### src/rtl/uart_pkg.sv
// Shared definitions for the framed UART receiver: default frame markers,
// FSM state encodings and the clock-to-baud divisor helper.
package uart_pkg;

  localparam int DIV_W         = 32;
  localparam int PAYLOAD_BYTES = 7;
  localparam int FRAME_BYTES   = 10;

  localparam logic [7:0] HEAD0_DEF = 8'h55;
  localparam logic [7:0] HEAD1_DEF = 8'hA5;
  localparam logic [7:0] TAIL_DEF  = 8'hF0;

  // Byte receiver states: waiting for a start edge, confirming the start bit
  // at its mid-point, collecting data bits, checking the stop bit.
  typedef enum logic [1:0] {
    RX_IDLE  = 2'd0,
    RX_START = 2'd1,
    RX_DATA  = 2'd2,
    RX_STOP  = 2'd3
  } byte_state_t;

  // Frame states: hunting for HEAD0, HEAD0 seen, collecting payload, tail due.
  typedef enum logic [1:0] {
    FR_IDLE      = 2'd0,
    FR_GOT_H0    = 2'd1,
    FR_BODY      = 2'd2,
    FR_WAIT_TAIL = 2'd3
  } frame_state_t;

  // Clock cycles per bit, rounded down. Codes 5-7 fall back to 115200.
  function automatic logic [DIV_W-1:0] baud_div(input int unsigned clk_hz,
                                                input logic [2:0]  baud_set);
    int unsigned baud;
    case (baud_set)
      3'd0:    baud = 9600;
      3'd1:    baud = 19200;
      3'd2:    baud = 38400;
      3'd3:    baud = 57600;
      default: baud = 115200;
    endcase
    return DIV_W'(clk_hz / baud);
  endfunction

endpackage

### src/rtl/uart_byte_rx.sv
// 8N1 byte receiver: synchronizes the serial line, detects the start edge,
// samples each bit at its mid-point and flags a good or bad stop bit.
module uart_byte_rx
  import uart_pkg::*;
#(
  parameter int unsigned CLK_HZ = 50_000_000
) (
  input  logic             clk,
  input  logic             rst_n,
  input  logic             rx_async,
  input  logic [2:0]       baud_set,
  output logic [7:0]       rx_byte,
  output logic             byte_valid,
  output logic             byte_err,
  output logic [DIV_W-1:0] bit_div,
  output byte_state_t      state_dbg
);

  localparam logic [DIV_W-1:0] DIV_9600   = baud_div(CLK_HZ, 3'd0);
  localparam logic [DIV_W-1:0] DIV_19200  = baud_div(CLK_HZ, 3'd1);
  localparam logic [DIV_W-1:0] DIV_38400  = baud_div(CLK_HZ, 3'd2);
  localparam logic [DIV_W-1:0] DIV_57600  = baud_div(CLK_HZ, 3'd3);
  localparam logic [DIV_W-1:0] DIV_115200 = baud_div(CLK_HZ, 3'd4);

  byte_state_t      state, state_nxt;
  logic [1:0]       sync_q;
  logic             rx_prev;
  logic [DIV_W-1:0] cnt, cnt_nxt;
  logic [DIV_W-1:0] div_q, div_nxt;
  logic [DIV_W-1:0] sel_div;
  logic [DIV_W-1:0] half_m1;
  logic [DIV_W-1:0] full_m1;
  logic [2:0]       bit_idx, bit_nxt;
  logic [7:0]       shreg, sh_nxt;
  logic             valid_nxt, err_nxt;
  logic             rx_s;
  logic             falling;

  assign rx_s      = sync_q[1];
  assign falling   = rx_prev & ~rx_s;
  assign half_m1   = (div_q >> 1) - DIV_W'(1);
  assign full_m1   = div_q - DIV_W'(1);
  assign rx_byte   = shreg;
  assign bit_div   = div_q;
  assign state_dbg = state;

  // Divisor for the currently requested rate; only sampled at the start edge.
  always_comb begin
    sel_div = DIV_115200;
    case (baud_set)
      3'd0:    sel_div = DIV_9600;
      3'd1:    sel_div = DIV_19200;
      3'd2:    sel_div = DIV_38400;
      3'd3:    sel_div = DIV_57600;
      default: sel_div = DIV_115200;
    endcase
  end

  // Next-state, bit timing and byte assembly.
  always_comb begin
    state_nxt = state;
    cnt_nxt   = cnt + DIV_W'(1);
    div_nxt   = div_q;
    bit_nxt   = bit_idx;
    sh_nxt    = shreg;
    valid_nxt = 1'b0;
    err_nxt   = 1'b0;
    case (state)
      RX_IDLE: begin
        cnt_nxt = '0;
        if (falling) begin
          state_nxt = RX_START;
          div_nxt   = sel_div;
        end
      end
      RX_START: begin
        if (cnt == half_m1) begin
          cnt_nxt = '0;
          bit_nxt = 3'd0;
          // A line that is high again at mid-start was only a glitch.
          state_nxt = rx_s ? RX_IDLE : RX_DATA;
        end
      end
      RX_DATA: begin
        if (cnt == full_m1) begin
          cnt_nxt = '0;
          sh_nxt  = {rx_s, shreg[7:1]};
          if (bit_idx == 3'd7) state_nxt = RX_STOP;
          else                 bit_nxt   = bit_idx + 3'd1;
        end
      end
      RX_STOP: begin
        if (cnt == full_m1) begin
          cnt_nxt   = '0;
          state_nxt = RX_IDLE;
          valid_nxt = rx_s;
          err_nxt   = ~rx_s;
        end
      end
      default: state_nxt = RX_IDLE;
    endcase
  end

  // Synchronizer, edge history and receiver state registers.
  always_ff @(posedge clk) begin
    if (!rst_n) begin
      sync_q     <= 2'b11;
      rx_prev    <= 1'b1;
      state      <= RX_IDLE;
      cnt        <= '0;
      div_q      <= '0;
      bit_idx    <= 3'd0;
      shreg      <= 8'h00;
      byte_valid <= 1'b0;
      byte_err   <= 1'b0;
    end else begin
      sync_q     <= {sync_q[0], rx_async};
      rx_prev    <= rx_s;
      state      <= state_nxt;
      cnt        <= cnt_nxt;
      div_q      <= div_nxt;
      bit_idx    <= bit_nxt;
      shreg      <= sh_nxt;
      byte_valid <= valid_nxt;
      byte_err   <= err_nxt;
    end
  end

endmodule

### src/rtl/uart_frame_rx.sv
// Framed UART receiver: HEAD0 HEAD1 + 7 payload bytes + TAIL. A complete
// frame updates data and pulses Rx_Done; a broken or stalled frame pulses
// frame_err and leaves data untouched.
module uart_frame_rx
  import uart_pkg::*;
#(
  parameter int unsigned CLK_HZ   = 50_000_000,
  parameter logic [7:0]  HEAD0    = HEAD0_DEF,
  parameter logic [7:0]  HEAD1    = HEAD1_DEF,
  parameter logic [7:0]  TAIL     = TAIL_DEF,
  parameter int unsigned GAP_BITS = 20
) (
  input  logic        Clk,
  input  logic        Rst_n,
  input  logic        uart_rx,
  input  logic [2:0]  Baud_Set,
  output logic [79:0] data,
  output logic        Rx_Done,
  output logic        frame_err,
  output logic        uart_state
);

  logic [7:0]       rx_byte;
  logic             byte_valid;
  logic             byte_err;
  logic [DIV_W-1:0] bit_div;
  byte_state_t      byte_state;

  frame_state_t     frame_state, frame_nxt;
  logic [55:0]      pay_buf, pay_nxt;
  logic [2:0]       pay_cnt, pay_cnt_nxt;
  logic [DIV_W-1:0] gap_cnt;
  logic [DIV_W-1:0] gap_limit;
  logic             done_nxt, ferr_nxt, load_nxt;
  logic             gap_expired;

  uart_byte_rx #(
    .CLK_HZ (CLK_HZ)
  ) u_byte_rx (
    .clk        (Clk),
    .rst_n      (Rst_n),
    .rx_async   (uart_rx),
    .baud_set   (Baud_Set),
    .rx_byte    (rx_byte),
    .byte_valid (byte_valid),
    .byte_err   (byte_err),
    .bit_div    (bit_div),
    .state_dbg  (byte_state)
  );

  // Gap budget follows the rate of the most recent byte.
  assign gap_limit   = DIV_W'(GAP_BITS) * bit_div;
  assign gap_expired = (gap_cnt >= gap_limit);
  assign uart_state  = (byte_state != RX_IDLE) || (frame_state != FR_IDLE);

  // Frame FSM next-state; byte errors and gap timeouts abort any open frame.
  always_comb begin
    frame_nxt   = frame_state;
    pay_nxt     = pay_buf;
    pay_cnt_nxt = pay_cnt;
    done_nxt    = 1'b0;
    ferr_nxt    = 1'b0;
    load_nxt    = 1'b0;
    if (byte_err) begin
      if (frame_state != FR_IDLE) begin
        ferr_nxt  = 1'b1;
        frame_nxt = FR_IDLE;
      end
    end else if (byte_valid) begin
      case (frame_state)
        FR_IDLE: begin
          if (rx_byte == HEAD0) frame_nxt = FR_GOT_H0;
        end
        FR_GOT_H0: begin
          if (rx_byte == HEAD1) begin
            frame_nxt   = FR_BODY;
            pay_cnt_nxt = 3'd0;
          end else if (rx_byte != HEAD0) begin
            frame_nxt = FR_IDLE;
            ferr_nxt  = 1'b1;
          end
        end
        FR_BODY: begin
          pay_nxt = {pay_buf[47:0], rx_byte};
          if (pay_cnt == 3'(PAYLOAD_BYTES - 1)) frame_nxt   = FR_WAIT_TAIL;
          else                                  pay_cnt_nxt = pay_cnt + 3'd1;
        end
        FR_WAIT_TAIL: begin
          frame_nxt = FR_IDLE;
          if (rx_byte == TAIL) begin
            done_nxt = 1'b1;
            load_nxt = 1'b1;
          end else begin
            ferr_nxt = 1'b1;
          end
        end
        default: frame_nxt = FR_IDLE;
      endcase
    end else if ((frame_state != FR_IDLE) && gap_expired) begin
      ferr_nxt  = 1'b1;
      frame_nxt = FR_IDLE;
    end
  end

  // Frame state, payload buffer, gap timer and output registers.
  always_ff @(posedge Clk) begin
    if (!Rst_n) begin
      frame_state <= FR_IDLE;
      pay_buf     <= '0;
      pay_cnt     <= 3'd0;
      gap_cnt     <= '0;
      data        <= '0;
      Rx_Done     <= 1'b0;
      frame_err   <= 1'b0;
    end else begin
      frame_state <= frame_nxt;
      pay_buf     <= pay_nxt;
      pay_cnt     <= pay_cnt_nxt;
      if ((frame_state == FR_IDLE) || (byte_state != RX_IDLE)) gap_cnt <= '0;
      else                                                    gap_cnt <= gap_cnt + DIV_W'(1);
      if (load_nxt) data <= {HEAD0, HEAD1, pay_buf, TAIL};
      Rx_Done     <= done_nxt;
      frame_err   <= ferr_nxt;
    end
  end

endmodule

### config.mk
export PLATFORM = sky130hd
export DESIGN_NAME = uart_frame_rx
export DESIGN_NICKNAME = d
export VERILOG_FILES = /design/src/rtl/uart_pkg.sv /design/src/rtl/uart_byte_rx.sv /design/src/rtl/uart_frame_rx.sv
export SDC_FILE = /design/constraint.sdc
export NUM_CORES = 1
export LEC_CHECK = 0
export CORE_ASPECT_RATIO = 1.25
export CORE_MARGIN = 4
export CORE_UTILIZATION = 58
export DETAILED_ROUTE_END_ITERATION = 10
export PLACE_DENSITY = 0.81
export SYNTH_ARGS = -nofsm -noshare
export SYNTH_HDL_FRONTEND = slang
export SYNTH_SLANG_ARGS = --single-unit
### constraint.sdc
create_clock -name Clk -period 4.5 [get_ports Clk]
set_clock_uncertainty 0.15 [all_clocks]
set_input_delay 0.9 -clock Clk [delete_from_list [all_inputs] [get_ports Clk]]
set_output_delay 0.9 -clock Clk [all_outputs]
set_load 0.05 [all_outputs]
==> flow_summary.yaml, run 1 <==
setup_path:
  critPathKind: "register to register"
  cp_num_cells: 16
  slowest_delay_ns: 0.47
  crit_family: "compound AO/OA/AOI/OAI gates"
  ff2ff_setup_slack_ns: 0.24
  crit_fanout: 8
  start_kind: "register"
  cp-end-kind: "register"
  r2r-start: "u_byte_rx.bit_div[2]$_SDFFE_PN0P_"
  arrival_ns: 4.46
  crit_buf_inv: 0
  r2r_end: "frame_err$_SDFF_PN0_"
  slowest_stage: "dfxtp_1"
  crit_required_ns: 4.70
  crit_chain: "ha_1, ha_1, a21o_1, a21oi_1, o21ai_0, a21oi_2, o21ai_0, a31oi_1, xor2_1, ha_1, a211o_1, a2111oi_0, o21ai_0, o221ai_1, a211o_1, a31oi_1"
  r2r_cells: 16
layout:
  stdcell_area_sq_um: 12300
  ff_latch_area_sq_um: 4290
  diodes: 0
  final_nets: 1403
  num-fill-cells: 1487
  area_growth_pct: 15.0
  drive_gt1_share_pct: 5.63
  multiInputGateArea_sq_um: 5810
synthesis:
  synthTopCellsByCount: "nand2_1 (288), dfxtp_1 (214), a21oi_1 (149), nor2_1 (83), clkbuf_1 (69)"
  avgSynthCellArea_sq_um: 8.02
  syn_inst: 1330
  ys_seq_area_share_pct: 40.1
  yosysMostFrequentCell: "nand2_1"
  synth_edf_count: 0
  ys_ff_latch: 214
  synth_top_area_share_pct: 40.1
  yosys_warnings: 0
  synth.area.top_cells: "dfxtp_1 (40%), nand2_1 (10%), a21oi_1 (7.0%)"
  synth.largest_area_cell: "dfxtp_1"
  yosysUniqueCellTypes: 70
  netlist_area_sq_um: 10700
  ys_async_sr_fraction_pct: 0
  yosys_most_used_dff: "dfxtp_1"
global_routing:
  track_usage_pct: 24.0
  grt_pass1_vias: 9080
  grt_first_pass_wirelength_microns: 42300
  grt_overflow_total: 0
  grt_start_max_net_pins: 156
  antenna_found_initial: 0
timing:
  finalCritPeriodShare_pct: 94.6
  min_period_ns: 4.26
  rsz0062_at_grt: "no"
  worstMarginPinSlew_ns: 1.06
  finalMaxSlewViolations: 0
  fmax_mhz: 235
  finalSetupViolCount: 0
  hold_viol: 0
  fin_setup_tns_ns: 0
  maxSlewHeadroom_pct: 28.9
cts:
  cts_resized: 0
  cts-root-buf: "clkbuf_16"
  cts_hold_buf: 0
  clk_pin_slew_ns: 0.07
  cts-buffers-inserted: 22
  cts_sinks: 214
  cts_tree: "built"
  htreeDepth: 1
  clock_path_buffers: 3
  postCtsSetupBuffers: 0
  clk_latency_ns: 0.50
detailed_routing:
  dr.pass1.iters: 6
  wl_microns: 25500
  vias_per_cell: 5.89
  ant_nets: 0
  drtIter0Drc: 671
  vias: 9396
  route.detailed.drc: 0
  wl_per_cell_microns: 16.0
pwr:
  ir_drop_v: 0.000291
  powerDensity_nw_per_um2: 351
  power_mw: 4.31
  p_leak_nw: 4.32
die:
  io_pins: 89
  std_cell_rows: 55
  start_util_pct: 59.0
  die_width_microns: 129
  die_h_microns: 160
  core_area_sq_um: 18100
  dieArea_sq_um: 20600
placed_design:
  place.gp.congestion: 0.953
  port_buffers: 76
  dpl.hpwl_microns: 16900
  placed_area_sq_um: 11400
run:
  maxCapViolations: 0
worst_hold_path:
  worstHoldStart: "u_byte_rx.sync_q[0]$_SDFF_PN1_"
  hp-class: "register to register"
  holdPathEnd: "u_byte_rx.sync_q[1]$_SDFF_PN1_"
  worstHoldPathCells: 1
status:
  run_status: "finished, final reports clean"
==> cell usage in the layout (no fill, tap or decap), drive strengths merged, types with 13 or more instances in the layout <==
cell type      synthesis  final
dfxtp                214    214
or3                   13     13
nor4                  18     18
buf                   38     18
and3                  15     15
xnor2                 48     48
nor3                  27     27
ha                    44     44
a211oi                30     30
o21ai                 28     28
clkbuf                69     26
clkdlybuf4s50          0     76
or4                   13     13
nand3                 38     38
xor2                  38     38
nor2                  83     83
inv                   33     34
nand2                288    288
nand4                 22     22
a21oi                149    149
==> cell type report <==
class / count / share of cell area (%)
clock buffers: 26 / 4.86
clock inverters: 14 / 2.09
inverters: 33 / 1.03
multi-input cells: 987 / 47.4
flip-flops and latches: 214 / 34.9
well taps: 228 / 2.32
repair buffers: 94 / 7.40
==> worst reg2reg max path, stage by stage, from the launching register on <==
cell	delay (ns)
dfxtp_1	0.47
ha_1	0.29
ha_1	0.22
a21o_1	0.17
a21oi_1	0.24
o21ai_0	0.20
a21oi_2	0.25
o21ai_0	0.13
a31oi_1	0.21
xor2_1	0.18
ha_1	0.26
a211o_1	0.31
a2111oi_0	0.37
o21ai_0	0.22
o221ai_1	0.23
a211o_1	0.15
a31oi_1	0.06
==> worst max path at each step <==
stage | start | endpoint | slack (ns)
global placement | u_byte_rx.bit_div[4]$_SDFFE_PN0P_ | frame_state[1]$_SDFFE_PN0P_ | 0.41
global route | u_byte_rx.bit_div[2]$_SDFFE_PN0P_ | frame_err$_SDFF_PN0_ | 0.02
detailed placement | u_byte_rx.bit_div[4]$_SDFFE_PN0P_ | frame_state[1]$_SDFFE_PN0P_ | 0.32
floorplan | u_byte_rx.bit_div[3]$_SDFFE_PN0P_ | u_byte_rx.rx_byte[3]$_SDFFE_PN0P_ | 0.70
CTS | u_byte_rx.bit_div[4]$_SDFFE_PN0P_ | frame_state[1]$_SDFFE_PN0P_ | 0.16
finish | u_byte_rx.bit_div[2]$_SDFFE_PN0P_ | frame_err$_SDFF_PN0_ | 0.24
==> logic make-up (layout without fill, tap and decap cells) <==
group	count (synthesis)	count (layout)	synth area share [%]
buffers and inverters	140	167	5.99
adders and majority gates	45	45	5.35
xor gates and xnor gates	88	88	7.48
DFF	214	214	40.1
other	1	12	0.0351
and+or+nand+nor	562	562	24.7
AOI/OAI and AO/OA	267	267	15.0
muxes	13	13	1.23
==> metal layers <==
metal	routed length, microns	vias to the layer above	global-route usage (%)
li1	-	4634	-
met1	10300	4427	28.8
met2	13200	273	42.9
met3	1160	62	3.01
met4	793	0	9.41
met5	0	-	0
==> power breakdown <==
part / switching, mW / internal [mW] / total, mW
registers: 0.00759 / 1.90 / 1.91
logic: 0.182 / 0.0954 / 0.278
clock network: 0.766 / 1.35 / 2.12
total: 0.956 / 3.35 / 4.31
==> per-stage QoR <==
stage | hold slack (ns) | setup slack, ns | instances | util [%]
detailed placement | 0.256 | 0.316 | 1556 | 63.1
finish | 0.266 | 0.244 | 1596 | 67.8
CTS | 0.273 | 0.156 | 1596 | 67.8
floorplan | 0.236 | 0.696 | 1341 | -
global placement | 0.244 | 0.412 | 1556 | 63.1
global route | 0.308 | 0.0155 | 1596 | 67.8
==> registers in the layout, summed over array words and instances, names as in the netlist, 3 cells and up, named ones only <==
signal,cells
data,57
pay_buf,56
u_byte_rx.rx_byte,8
gap_cnt,32
u_byte_rx.bit_div,12
pay_cnt,3
u_byte_rx.cnt,32
u_byte_rx.bit_idx,3
(Power assumes the default switching activity.)
==> inputs of run 2 (changes only) <==
- CTS_CLUSTER_DIAMETER: default -> 60
==> results of run 2 <==
No change in the layout: final DEF, timing and power equal those of run 1.
==> RTL change 1, RTL diff (flow settings as in run 1) <==
The package constant `DIV_W` goes from 32 to 48.
--- a/src/rtl/uart_pkg.sv
+++ b/src/rtl/uart_pkg.sv
@@ -4,3 +4,3 @@
 
-  localparam int DIV_W         = 32;
+  localparam int DIV_W         = 48;
   localparam int PAYLOAD_BYTES = 7;
Function: no difference found for any inputs over 4 cycles, from zero or initial values and one cycle with Rst_n low; that may be too few to reach the edited logic, so the function may still have changed.
==> RTL change 1 against run 1 <==
  * Synthesized area rose by 14%
  * Routed wire length is 1.6% higher
  * Power increased by 0.38%
  * Via count is 7.0% higher
  * Sequential cell count rose by 32
  * Sequential power rose by 15%
  * Final area rose by 11%
  * Hold slack improved by 0.013 ns
  * Highest routed layer unchanged
  * Largest cell class unchanged
  * Synthesized cell count rose by 11%
  * Worst setup slack better by 0.12 ns
==> RTL change 1: results <==
[worst_setup_path]
path_delay_family = simple AND/OR/NAND/NOR gates
crit_path_max_incr_delay_ns = 0.65
cp.arrival_ns = 4.40
r2r_start = u_byte_rx.bit_div[3]
r2r_cells = 12
r2r_slack_ns = 0.36
critPathMaxFanout = 13
rr_endpoint = u_byte_rx.rx_byte[6]

[pwr]
ir_drop_v = 0.000291
power_leakage_nw = 4.71

[routing]
drt_iter0_drc = 740
wl_per_cell_um = 14.5
vias_per_cell = 5.62

[layout]
nets = 1554
n_fill_cell = 1671
drive_gt1_share_pct = 4.48

[synth]
async_flop_share_pct = 0
synth_cell_type_count = 65
yosys-top-cells-count = 287 x nand2_1, 246 x dfxtp_1, 142 x nor2_1
synth_area_leaders = dfxtp_1 41%, nand2_1 8.9%, a21boi_0 7.2%
ys_seq_area_share_pct = 40.6

[grt]
grt_max_degree = 105
grt_pass1_vias = 9423
grt_util_all_layers_pct = 21.8
grt_pass1_wl_um = 43300

[placement]
finalWeightedCongestion = 0.905
portBuffers = 76
place_area_sq_mm = 0.0129
dp_hpwl_um = 17800

[status]
outcome = completed

[cts]
worstSkewPairLatency_ns = 0.53
cts_buffers = 24
cts-root-buf = clkbuf_16
htree_levels = 1

[timing]
relSlewSlack_pct = 25.8
RTL change 1: repair_timing:
item	in CTS	in global routing
gates resized for setup	0	4
endpoints found under the hold margin	0	0
endpoints found under the setup margin	0	3
setup buffers	0	0
RTL change 1: worst max path at each step:
stage	slack (ns)	cells past startpoint	end	startpoint
2_1_floorplan	0.45	15	u_byte_rx.cnt[0]	u_byte_rx.bit_div[3]
4_1_cts	0.14	16	frame_err	u_byte_rx.bit_div[6]
5_1_grt	0.05	19	frame_err	u_byte_rx.bit_div[1]
6_report	0.36	12	u_byte_rx.rx_byte[6]	u_byte_rx.bit_div[3]
3_3_place_gp	0.45	18	frame_err	u_byte_rx.bit_div[4]
3_5_place_dp	0.28	16	frame_err	u_byte_rx.bit_div[6]
RTL change 1: metal layers:
| layer | vias to the layer above | GRT usage, % | routed length (um) |
|---|---|---|---|
| li1 | 5045 | - | - |
| met5 | - | 0 | 0 |
| met2 | 221 | 38.4 | 12800 |
| met4 | 0 | 7.07 | 672 |
| met1 | 4739 | 27.4 | 11300 |
| met3 | 50 | 2.79 | 1060 |
RTL change 1: area by class of cell:
| type | instances | share of cell area, % |
|---|---|---|
| tap | 270 | 2.48 |
| sequential | 246 | 36.2 |
| clock inverter | 8 | 0.395 |
| clock buffer | 34 | 4.91 |
| inverter | 31 | 0.855 |
| multi-input combinational | 1109 | 48.6 |
| timing repair buffer | 91 | 6.49 |
RTL change 1: per-stage QoR:
step / hold slack (ns) / cells / util, % / setup slack [ns]
final: 0.279 / 1789 / 67.0 / 0.362
after global routing: 0.297 / 1789 / 67.0 / 0.0497
after CTS: 0.285 / 1789 / 66.9 / 0.143
after detailed placement: 0.253 / 1747 / 63.4 / 0.279
after global placement: 0.246 / 1747 / 63.4 / 0.447
after floorplan: 0.236 / 1493 / - / 0.450
RTL change 1: logic make-up (layout without fill, tap and decap cells):
logic type | count (synthesis) | count (layout) | synth area share [%]
compound gates | 242 | 242 | 14.1
xor+xnor | 113 | 113 | 8.16
fa+ha+maj | 45 | 45 | 4.70
buf+inv | 138 | 164 | 5.22
flops | 246 | 246 | 40.6
mux | 11 | 11 | 0.908
other cells | 1 | 12 | 0.0309
simple gates | 686 | 686 | 26.3
RTL change 1: power breakdown:
| part | leakage, nW | internal [mW] | switching, mW | total [mW] |
|---|---|---|---|---|
| combinational | 2.37 | 0.107 | 0.157 | 0.264 |
| sequential | 1.98 | 2.18 | 0.00937 | 2.19 |
| clock | 0.356 | 1.04 | 0.830 | 1.87 |
==> RTL change 2, RTL diff (settings of run 1) <==
Without the edit above. The output `frame_err` loses its register stage (`frame_err` becomes a continuous assignment).
--- a/src/rtl/uart_frame_rx.sv
+++ b/src/rtl/uart_frame_rx.sv
@@ -113,3 +113,2 @@
       Rx_Done     <= 1'b0;
-      frame_err   <= 1'b0;
     end else begin
@@ -122,3 +121,2 @@
       Rx_Done     <= done_nxt;
-      frame_err   <= ferr_nxt;
     end
@@ -126,2 +124,4 @@
 
+  assign frame_err = ferr_nxt;
+
 endmodule
Function: same outputs for any inputs over 10 cycles, from zero or initial values and one cycle with Rst_n low; that may be too few to reach the edited logic, so the function may still have changed.
==> RTL change 2 against run 1 <==
  * The run now ends with negative setup slack left
  * Power fell by 7.9%
  * Sequential share of layout area barely moved
  * First-iteration DRC count decreased by 0.15%
  * Final area fell by 0.41%
  * Routed wire length down 2.7%
  * Sequential cell count shrank 1
  * Synthesized area is 1.7% lower
  * Critical endpoint is now frame_err
  * Worst setup slack got worse by 0.67 ns
==> RTL change 2: results <==
[status]
outcome = finished with violations
violations = negative setup slack

[routing]
vias_per_cell = 5.70
drtPass1Iterations = 7
wl_um = 24800
drt_iter0_drc = 670

[placement]
place_area_sq_mm = 0.0113
dp_hpwl_um = 16700
place_ws_ns = -0.104
finalWeightedCongestion = 0.909

[grt]
grt_max_degree = 58
grt_pass1_vias = 8646
grt_util_all_layers_pct = 23.3
grt_pass1_wl_um = 40000
grt_antenna_before_repair = 0

[worst_setup_path]
cp.arrival_ns = 3.87
crit_path_max_incr_delay_ns = 0.36
critPathMaxFanout = 2
crit_slowest_cell = fa_2

[synth]
yosys-top-cells-count = 281 x nand2_1, 213 x dfxtp_1, 152 x a21oi_1
ys_seq_area_share_pct = 40.6
synth_area_leaders = dfxtp_1 41%, nand2_1 10%, a21oi_1 7.3%

[layout]
nets = 1404
drive_gt1_share_pct = 9.14
n_fill_cell = 1395

[timing]
finalSetupViolations = 1
fin_ws_ns = -0.425
fin_tns_setup_ns = -0.425
hold_violations = 0
worst_pin_slew_ns = 1.25

[pwr]
p_int_mw = 3.03
clock_power_mw = 1.75
power_leakage_nw = 4.31
ir_drop_v = 0.000295
pg_comb_uw = 317

[cts]
clk_path_buf_depth = 3
## RTL change 2: cells by family after synthesis
group | count (synthesis) | share of synthesized area, %
AND/OR/NAND/NOR | 588 | 26.3
AO/OA/AOI/OAI | 235 | 12.9
flip-flops | 213 | 40.6
buffers and inverters | 124 | 5.78
XOR/XNOR | 97 | 8.36
adder cells (fa/ha/maj) | 45 | 5.44
multiplexers | 5 | 0.501
other | 1 | 0.0357
## RTL change 2: layout make-up
class	count	area share [%]
well taps	224	2.29
repair buffers	108	8.43
clock inverters	6	0.369
clock buffers	33	5.42
multi-input cells	982	47.7
inverters	26	0.819
flip-flops and latches	213	34.9
## RTL change 2: final timing paths
path / startpoint / to / slack (ns) / cells after the start
min reg2reg: u_byte_rx.sync_q[0] / u_byte_rx.sync_q[1] / 0.25 / 1
max: u_byte_rx.bit_div[2] / frame_err / -0.42 / 19
min: u_byte_rx.sync_q[0] / u_byte_rx.sync_q[1] / 0.25 / 1
max reg2reg: u_byte_rx.bit_div[2] / frame_state[0] / 0.63 / 22
## RTL change 2: stage by stage
stage	total power, mW	util, %	instances	hold WS (ns)
global placement	2.23	64.1	1545	0.243
CTS	3.98	68.8	1588	0.259
finish	3.96	69.3	1592	0.253
global route	4.09	69.3	1592	0.312
floorplan	2.17	-	1319	0.236
detailed placement	2.23	64.1	1545	0.260
## RTL change 2: per-layer routing
metal / wire [um] / GRT usage [%]
met1: 10500 / 28.1
met2: 12500 / 41.8
met3: 915 / 3.26
met4: 867 / 9.35
met5: 0 / 0
## RTL change 2: repair_timing
| action | 4_1_cts | 5_1_grt |
|---|---|---|
| pin swaps | 14 | 9 |
| setup buffers | 4 | 4 |
| setup endpoints to repair | 1 | 1 |
| gates resized for setup | 20 | 13 |
